### src/rtl/ipif_reg_slave_if.sv
// IPIF register-slave bus bundle.
//   Bus2IP_CS    : chip select for the slave
//   Bus2IP_RNW   : 1 = read, 0 = write (informational; the CE bits decide the access)
//   Bus2IP_BE    : write byte enables, one per data byte
//   Bus2IP_RdCE  : per-register read chip enables (bit i = register i)
//   Bus2IP_WrCE  : per-register write chip enables (bit i = register i)
//   Bus2IP_Data  : write data
//   IP2Bus_Data  : read data, non-zero only during a good read ack
//   IP2Bus_WrAck : single-cycle write acknowledge
//   IP2Bus_RdAck : single-cycle read acknowledge
//   IP2Bus_Error : error flag, only ever high alongside an ack
interface ipif_reg_slave_if #(
  parameter int unsigned DW    = 32,
  parameter int unsigned N_REG = 8
);
  logic              Bus2IP_CS;
  logic              Bus2IP_RNW;
  logic [DW/8-1:0]   Bus2IP_BE;
  logic [N_REG-1:0]  Bus2IP_RdCE;
  logic [N_REG-1:0]  Bus2IP_WrCE;
  logic [DW-1:0]     Bus2IP_Data;
  logic [DW-1:0]     IP2Bus_Data;
  logic              IP2Bus_WrAck;
  logic              IP2Bus_RdAck;
  logic              IP2Bus_Error;

  modport master (
    output Bus2IP_CS, Bus2IP_RNW, Bus2IP_BE, Bus2IP_RdCE, Bus2IP_WrCE, Bus2IP_Data,
    input  IP2Bus_Data, IP2Bus_WrAck, IP2Bus_RdAck, IP2Bus_Error
  );

  // RNW carries no information the CE bits do not already give, so the slave
  // view leaves it out.
  modport slave (
    input  Bus2IP_CS, Bus2IP_BE, Bus2IP_RdCE, Bus2IP_WrCE, Bus2IP_Data,
    output IP2Bus_Data, IP2Bus_WrAck, IP2Bus_RdAck, IP2Bus_Error
  );
endinterface

### src/rtl/ipif_reg_slave.sv
// IPIF register slave: N_REG registers of C_S_AXI_DATA_WIDTH bits, selected by
// one-hot CE bits, acked in the cycle after the request edge with no wait states.
//   Bus2IP_Clk    : clock, rising edge
//   Bus2IP_Reset  : synchronous active-high reset
//   bus           : IPIF slave port (see ipif_reg_slave_if)
//   reg_out       : register contents, register i at [i*DW +: DW]
//   reg_wr_strobe : one-cycle pulse per accepted write to register i
//   status_in     : read values for read-only registers, slice i at [i*DW +: DW]
// RO_MASK bits mark read-only registers (reads return status_in, writes error).
// PULSE_MASK bits mark self-clearing registers (visible one cycle, read as 0).
module ipif_reg_slave #(
  parameter int unsigned      C_S_AXI_DATA_WIDTH = 32,
  parameter int unsigned      N_REG              = 8,
  parameter logic [N_REG-1:0] RO_MASK            = '0,
  parameter logic [N_REG-1:0] PULSE_MASK         = '0
) (
  input  logic                                  Bus2IP_Clk,
  input  logic                                  Bus2IP_Reset,
  ipif_reg_slave_if.slave                       bus,
  output logic [N_REG*C_S_AXI_DATA_WIDTH-1:0]   reg_out,
  output logic [N_REG-1:0]                      reg_wr_strobe,
  input  logic [N_REG*C_S_AXI_DATA_WIDTH-1:0]   status_in
);
  localparam int unsigned DW = C_S_AXI_DATA_WIDTH;
  localparam int unsigned NB = DW / 8;
  localparam int unsigned IW = (N_REG > 1) ? $clog2(N_REG) : 1;

  logic [DW-1:0]    regs [N_REG];
  logic             armed;

  logic             rd_any, wr_any, rd_one, wr_one;
  logic             req, wr_ok, rd_ok;
  logic [N_REG-1:0] sel;
  logic [IW-1:0]    idx;
  logic [DW-1:0]    rd_data;

  always_comb begin
    rd_any = |bus.Bus2IP_RdCE;
    wr_any = |bus.Bus2IP_WrCE;
    rd_one = ((bus.Bus2IP_RdCE & (bus.Bus2IP_RdCE - 1'b1)) == '0);
    wr_one = ((bus.Bus2IP_WrCE & (bus.Bus2IP_WrCE - 1'b1)) == '0);
    req    = bus.Bus2IP_CS && (rd_any || wr_any) && armed;
    wr_ok  = req && wr_any && wr_one && !rd_any;
    rd_ok  = req && rd_any && rd_one && !wr_any;

    sel = rd_any ? bus.Bus2IP_RdCE : bus.Bus2IP_WrCE;
    idx = '0;
    for (int unsigned i = 0; i < N_REG; i++) begin
      if (sel[i]) idx = IW'(i);
    end

    if (RO_MASK[idx])         rd_data = status_in[idx*DW +: DW];
    else if (PULSE_MASK[idx]) rd_data = '0;
    else                      rd_data = regs[idx];
  end

  always_comb begin
    reg_out = '0;
    for (int unsigned i = 0; i < N_REG; i++) begin
      reg_out[i*DW +: DW] = regs[i];
    end
  end

  always_ff @(posedge Bus2IP_Clk) begin
    if (Bus2IP_Reset) begin
      for (int unsigned i = 0; i < N_REG; i++) regs[i] <= '0;
      reg_wr_strobe    <= '0;
      bus.IP2Bus_WrAck <= 1'b0;
      bus.IP2Bus_RdAck <= 1'b0;
      bus.IP2Bus_Error <= 1'b0;
      bus.IP2Bus_Data  <= '0;
      armed            <= 1'b1;
    end else begin
      reg_wr_strobe    <= '0;
      bus.IP2Bus_WrAck <= 1'b0;
      bus.IP2Bus_RdAck <= 1'b0;
      bus.IP2Bus_Error <= 1'b0;
      bus.IP2Bus_Data  <= '0;

      // Pulse registers clear every cycle; a write below overrides the clear.
      for (int unsigned i = 0; i < N_REG; i++) begin
        if (PULSE_MASK[i]) regs[i] <= '0;
      end

      if (req) begin
        // One ack per request: disarm until CS or the CEs drop.
        armed <= 1'b0;
        if (wr_ok) begin
          bus.IP2Bus_WrAck <= 1'b1;
          if (RO_MASK[idx]) begin
            bus.IP2Bus_Error <= 1'b1;
          end else begin
            reg_wr_strobe[idx] <= 1'b1;
            for (int unsigned b = 0; b < NB; b++) begin
              if (bus.Bus2IP_BE[b]) regs[idx][b*8 +: 8] <= bus.Bus2IP_Data[b*8 +: 8];
            end
          end
        end else if (rd_ok) begin
          bus.IP2Bus_RdAck <= 1'b1;
          bus.IP2Bus_Data  <= rd_data;
        end else begin
          bus.IP2Bus_Error <= 1'b1;
          if (rd_any) bus.IP2Bus_RdAck <= 1'b1;
          else        bus.IP2Bus_WrAck <= 1'b1;
        end
      end else if (!bus.Bus2IP_CS || !(rd_any || wr_any)) begin
        armed <= 1'b1;
      end
    end
  end
endmodule

### src/flat_wrapper.sv
// flat-port wrapper written by rule: the top's interface ports become plain ports
module ipif_reg_slave_flat 
#(
  parameter int unsigned      C_S_AXI_DATA_WIDTH = 32,
  parameter int unsigned      N_REG              = 8,
  parameter logic [N_REG-1:0] RO_MASK            = '0,
  parameter logic [N_REG-1:0] PULSE_MASK         = '0
)
  (Bus2IP_Clk, Bus2IP_Reset, reg_out, reg_wr_strobe, status_in, bus_Bus2IP_CS, bus_Bus2IP_BE, bus_Bus2IP_RdCE, bus_Bus2IP_WrCE, bus_Bus2IP_Data, bus_IP2Bus_Data, bus_IP2Bus_WrAck, bus_IP2Bus_RdAck, bus_IP2Bus_Error);
  ipif_reg_slave_if #(.DW((32)), .N_REG(N_REG)) bus_i ();
  input  logic Bus2IP_Clk;
  input  logic Bus2IP_Reset;
  output logic [N_REG*C_S_AXI_DATA_WIDTH-1:0] reg_out;
  output logic [N_REG-1:0] reg_wr_strobe;
  input  logic [N_REG*C_S_AXI_DATA_WIDTH-1:0] status_in;
  input wire logic [$bits(bus_i.Bus2IP_CS)-1:0] bus_Bus2IP_CS;
  input wire logic [$bits(bus_i.Bus2IP_BE)-1:0] bus_Bus2IP_BE;
  input wire logic [$bits(bus_i.Bus2IP_RdCE)-1:0] bus_Bus2IP_RdCE;
  input wire logic [$bits(bus_i.Bus2IP_WrCE)-1:0] bus_Bus2IP_WrCE;
  input wire logic [$bits(bus_i.Bus2IP_Data)-1:0] bus_Bus2IP_Data;
  output wire logic [$bits(bus_i.IP2Bus_Data)-1:0] bus_IP2Bus_Data;
  output wire logic [$bits(bus_i.IP2Bus_WrAck)-1:0] bus_IP2Bus_WrAck;
  output wire logic [$bits(bus_i.IP2Bus_RdAck)-1:0] bus_IP2Bus_RdAck;
  output wire logic [$bits(bus_i.IP2Bus_Error)-1:0] bus_IP2Bus_Error;
  assign bus_i.Bus2IP_CS = bus_Bus2IP_CS;
  assign bus_i.Bus2IP_BE = bus_Bus2IP_BE;
  assign bus_i.Bus2IP_RdCE = bus_Bus2IP_RdCE;
  assign bus_i.Bus2IP_WrCE = bus_Bus2IP_WrCE;
  assign bus_i.Bus2IP_Data = bus_Bus2IP_Data;
  assign bus_IP2Bus_Data = bus_i.IP2Bus_Data;
  assign bus_IP2Bus_WrAck = bus_i.IP2Bus_WrAck;
  assign bus_IP2Bus_RdAck = bus_i.IP2Bus_RdAck;
  assign bus_IP2Bus_Error = bus_i.IP2Bus_Error;
  ipif_reg_slave #(.C_S_AXI_DATA_WIDTH(C_S_AXI_DATA_WIDTH), .N_REG(N_REG), .RO_MASK(RO_MASK), .PULSE_MASK(PULSE_MASK)) u_core (.Bus2IP_Clk(Bus2IP_Clk), .Bus2IP_Reset(Bus2IP_Reset), .bus(bus_i), .reg_out(reg_out), .reg_wr_strobe(reg_wr_strobe), .status_in(status_in));
endmodule
### config.mk
export PLATFORM = sky130hd
export DESIGN_NAME = ipif_reg_slave_flat
export DESIGN_NICKNAME = d
export VERILOG_FILES = /design/src/rtl/ipif_reg_slave_if.sv /design/src/rtl/ipif_reg_slave.sv /design/src/flat_wrapper.sv
export SDC_FILE = /design/constraint.sdc
export NUM_CORES = 1
export LEC_CHECK = 0
export ABC_AREA = 1
export CORE_AREA = 5 5 232 234
export CTS_CLUSTER_DIAMETER = 40
export DETAILED_ROUTE_END_ITERATION = 6
export DIE_AREA = 0 0 237 239
export GPL_TIMING_DRIVEN = 1
export PLACE_DENSITY = 0.63
export SETUP_SLACK_MARGIN = 0.3
export SYNTH_ARGS = -nofsm -noshare
export SYNTH_HDL_FRONTEND = slang
export SYNTH_SLANG_ARGS = --single-unit
### constraint.sdc
create_clock -name Bus2IP_Clk -period 2.75 [get_ports Bus2IP_Clk]
set_input_delay 0.4125 -clock Bus2IP_Clk [delete_from_list [all_inputs] [get_ports Bus2IP_Clk]]
set_output_delay 0.4125 -clock Bus2IP_Clk [all_outputs]
set_load 0.02 [all_outputs]
* Word-level counts from Yosys, hierarchy flattened *
Memory sizes are Yosys's and may differ from the RTL's.
Index checks and enable logic that the tools add are counted.

cells by class
  add/sub/neg operators = 2
  magnitude comparators = 2
  shifts and indexed selects = 1
  muxes and demuxes = 51
  bitwise operators = 5
  reduce and logical (&&, ||, !) cells = 25

operator list
  kind                                                  number
  indexed part select 256 x 9 -> 32 bit                 1
  two-way mux 32 bit                                    2
  two-way mux 1 bit                                     39
  OR reduction 32 bit                                   1
  two-way mux 3 bit                                     7
  AND 8 bit                                             2
  logical NOT 8 bit                                     2
  OR reduction 8 bit                                    2
  subtractor 8 x 1 -> 8 bit (second input constant)     2
  logical AND 1 bit                                     9
  two-way mux 8 bit                                     1
  OR reduction 4 bit                                    2
  logical NOT 1 bit                                     4
  < comparator 3 x 4 -> 1 bit (second input constant)   1
  two-way mux 4 bit                                     1
  demux 1 bit (select 3 bit)                            1
  >= comparator 3 x 1 -> 1 bit (second input constant)  1
  inverter 1 bit                                        3
  OR reduction 3 bit                                    1
  logical OR 1 bit                                      2
  nonzero test 2 bit                                    1
  OR reduction 2 bit                                    1

storage, ports and cells
  register bits after elaboration = 44
  RAM bits = 256
  memory bits (read-only) = 8
  bits of input ports = 311
  output and inout port bits = 299
  logic and storage cells = 94
  memories kept = 2

memories
  name              words  width  rd ports  clocked after Yosys merged registers in  write ports  RTL line              RTL
  u_core.regs       8      32     9         0                                        8            ipif_reg_slave.sv:28  logic [DW-1:0] regs [N_REG];
  (name not given)  8      1      1         0                                        0            ipif_reg_slave.sv:52  if (RO_MASK[idx]) rd_data = status_in[idx*DW +: DW];

* Longest topological paths before layout *
  depth in word-level cells = 18
  gate-level depth with buffers = 17

* Least setup slack after synthesis *
No wires, ideal clock.

  kind = input -> register
  from = input bus_Bus2IP_RdCE[3]
  to = memory u_core.regs[0][0] (enable)
  library setup time = 0.329 ns
  data arrival time = 2.042 ns
  required time = 2.421 ns
  path slack = 0.379 ns
  cell stages on the path = 12
  cells stage by stage = nor2_1 -> nand2_1 -> nor2_2 -> buf_4 -> nand2_1 -> nor2_1 -> nand4_1 -> nor2_2 -> nand2_8 -> nor2_8 -> nand2_4 -> nand2_1

RTL lines
  what                RTL line              RTL
  start: declaration  flat_wrapper.sv:18    input wire logic [$bits(bus_i.Bus2IP_RdCE)-1:0] bus_Bus2IP_RdCE;
  end: declaration    ipif_reg_slave.sv:28

==> run_results.csv <==
group,metric,value,unit
status,status,"finished clean",
hold_path,whs_endpoint,"u_core.bus.IP2Bus_Error",
clock_tree,cts_tree,"built",
clock_tree,clock_path_buffers,3,
timing,final.period_utilization,0.846,
clock_tree,insertion_delay,0.56,ns
setup_path,r2r_slack,1.03,ns
setup_path,max_stage_delay,0.44,ns
timing,rsz0062_at_grt,"false",
floorplanning,dieArea,56600,um2
final_layout,final_cells,2631,
global_route,grt_pass1_wl,77.6,mm
placed_design,dp_cells,2540,
synth,synth_seq_cells,300,
timing,max_clock_freq,430,MHz
hold_path,min_path_cells,7,
synth,synthMuxAreaShare,0,
timing,setup_tns,0,ns
clock_tree,htree_levels,2,
clock_tree,cts_made_buffers,47,
global_route,grt_start_max_net_pins,66,
synth,post_synth_xor_area_fraction,0,
route,wl_per_cell,20.3,um
placed_design,port_buffers,353,
synth,synthCells,1390,
setup_path,reg2reg_depth,8,
final_layout,drive_gt1_frac,0.181,
placed_design,place_ws,-0.347,ns
setup_path,worstPathMaxFanout,8,
synth,seq_area_frac_synth,0.630,
global_route,track_usage,0.179,
power,leakagePower,0.00935,uW
synth,synth_area,13600,um2
floorplanning,io_pins,610,
timing,finalHoldViolCount,0,
global_route,gr-total-overflow,0,
final_layout,area_growth,57.5,%
synth,ys_types,25,
synth,synth_edf_count,256,
synth,yosys.area_share.simple,0.283,
floorplanning,die_height,239,um
synth,synth_fa_ha_area_frac,0,
global_route,antenna_found_initial,0,
floorplanning,row_count,84,
synth,synthesis.nets,1701,
power,cellPowerDensity,580,nW/um2
placed_design,place_area,19600,um2
setup_path,cp.depth,14,
clock_tree,cts_root_buf,"clkbuf_16",
hold_path,hold_class,"input port to register",
global_route,grt_pass1_vias,12400,
synth,yosysWarningCount,0,
synth,synthArstFlopShare,0,
setup_path,critPathBufInv,4,
hold_path,min_from,"bus_Bus2IP_RdCE[0]",
clock_tree,cts_sinks,300,
setup_path,path_class,"input port to register",
setup_path,reg2reg_from,"u_core.armed",
route,ant_nets,0,
final_layout,nets,2216,
setup_path,path_cells,"clkdlybuf4s50_1 > nor2_2 > inv_1 > o21ai_2 > nand2_1 > nor2_1 > nand4_1 > nor2_4 > nand2_8 > nor2_8 > buf_12 > nand2_2 > nand2_2 > buf_4",
timing,worst_pin_slew,0.762,ns
setup_path,crit_required,3.01,ns
synth,synthFlopType,"edfxtp_1",
synth,synth_compound_area_frac,0.0290,
setup_path,critPathArrivalTime,2.59,ns
setup_path,critPathCaptureType,"register",
synth,synth_top_family_by_area,"simple AND/OR/NAND/NOR gates",
flow_run,cap_violations,0,
route,drcViolationCount,0,
placed_design,gp_congestion,0.876,
final_layout,antenna_cells,0,
floorplanning,start_util,0.263,
timing,layout_min_cycle_time,2.33,ns
route,drt-pass1-iter-count,5,
timing,fin_ws,0.423,ns
setup_path,timing.rr.end,"u_core.regs[7][23]",
floorplanning,core_region_area,51800,um2
timing,drv_slew,0,
route,drt_wl_total,53.4,mm
power,power,12400,uW
setup_path,critPathMostFrequentCell,"nand2_2",
route,viasPerCell,4.70,
timing,fin_skew,0.0106,ns
setup_path,slowest_stage,"clkdlybuf4s50_1",
synth,syn_avg_cell_area,9.79,um2
timing,setup_viol,0,
route,num_vias,12400,
timing,relSlewSlack,0.491,
clock_tree,cts.clk_slew.worst_paths,0.05,ns
power,ir_drop,0.000385,V
floorplanning,die_x,237,um
setup_path,critical-path-top-delay-family,"simple AND/OR/NAND/NOR gates",
final_layout,stdcell_area,21400,um2
setup_path,worstSetupStartpointType,"input port",
route,initialDrtViolationCount,1074,
placed_design,hpwl,39.9,mm
-- cells in the final DEF (no fill, tap or decap), types with 8 or more instances in the layout --
| master | count |
|---|---|
| dfxtp_1 | 44 |
| dlymetal6s2s_1 | 9 |
| buf_4 | 135 |
| buf_12 | 43 |
| nor2_8 | 8 |
| nand3b_1 | 26 |
| nor2_1 | 332 |
| nand2_2 | 32 |
| inv_6 | 11 |
| inv_1 | 121 |
| clkdlybuf4s50_1 | 344 |
| nand2_4 | 23 |
| o21ai_0 | 37 |
| edfxtp_1 | 256 |
| nand2_1 | 209 |
| nand3_1 | 73 |
| clkbuf_16 | 49 |
| nand4_1 | 99 |
| a21oi_1 | 34 |
-- metal layers --
layer  wire (um)  vias up  GRT usage
met5           0        -          0
met4        1150        0     0.0490
met3        4850       94     0.0433
met2       25600      646      0.297
met1       21800     5905      0.236
li1            -     5721          -
-- what timing repair did --
| action | 4_1_cts | 5_1_grt |
|---|---|---|
| pin swaps | 1 | 17 |
| hold buffers | 0 | 0 |
| setup endpoints to repair | 134 | 397 |
| gates resized for setup | 5 | 45 |
| buffers inserted | 0 | 4 |
-- cell usage after synthesis (all sizes together), types with 2 or more instances --
cell,number,share of area
nand2,265,0.088
nand3b,26,0.014
o211ai,2,0.0011
nand4,99,0.046
buf,46,0.017
dfxtp,44,0.065
a21oi,35,0.013
nor2,352,0.11
o21ai,38,0.014
clkbuf,26,0.0072
nand3,74,0.027
inv,123,0.034
edfxtp,256,0.56
-- state kept, by name, indices dropped and copies added (netlist names) --
| signal | count |
|---|---|
| u_core.bus.IP2Bus_Error | 1 |
| u_core.bus.IP2Bus_WrAck | 1 |
| u_core.regs | 256 |
| u_core.reg_wr_strobe | 8 |
| u_core.armed | 1 |
| u_core.bus.IP2Bus_Data | 32 |
| u_core.bus.IP2Bus_RdAck | 1 |
-- where the power goes --
group,total (uW),internal (uW),switching (uW)
sequential,5100,5020,74.5
clock,6180,3890,2290
combinational,1160,473,686
-- worst reg2reg max path, stage by stage, from the launching register on --
cell and delay, ns:
dfxtp_1 0.34, nand2_2 0.07, nor2_4 0.18, nand2_8 0.18, nor2_8 0.18, buf_12 0.15, nand2_2 0.08, nand2_2 0.12
buf_4 0.15
-- final cells by class --
type                            instances  area, um2
Clock buffer                           49       1230
Clock inverter                         38        433
Fill cell                            4959      30400
Inverter                              123        462
Multi-Input combinational cell        895       4370
Sequential cell                       300       8570
Tap cell                              688        861
Timing Repair Buffer                  538       5510
-- stage by stage --
step / util / hold slack (ns)
floorplan: - / 0.550
global placement: 0.378 / 0.646
detailed placement: 0.378 / 0.636
CTS: 0.411 / 0.579
global route: 0.414 / 0.513
finish: 0.414 / 0.481
-- how the worst max path moves through the flow --
stage / startpoint / endpoint
floorplan: bus_Bus2IP_RdCE[3] / u_core.regs[0][0]
global placement: bus_Bus2IP_RdCE[4] / u_core.regs[2][24]
detailed placement: bus_Bus2IP_RdCE[3] / u_core.regs[2][29]
CTS: bus_Bus2IP_RdCE[3] / u_core.regs[4][29]
global route: bus_Bus2IP_WrCE[1] / u_core.regs[6][26]
finish: bus_Bus2IP_WrCE[1] / u_core.regs[7][23]
-- cell families (layout without fill, tap and decap cells) --
logic type / after synthesis / after routing
AND/OR/NAND/NOR: 818 / 818
flip-flops: 300 / 300
buffers and inverters: 195 / 748
AO/OA/AOI/OAI: 77 / 77
No activity file was read; power rests on OpenSTA's default activity.
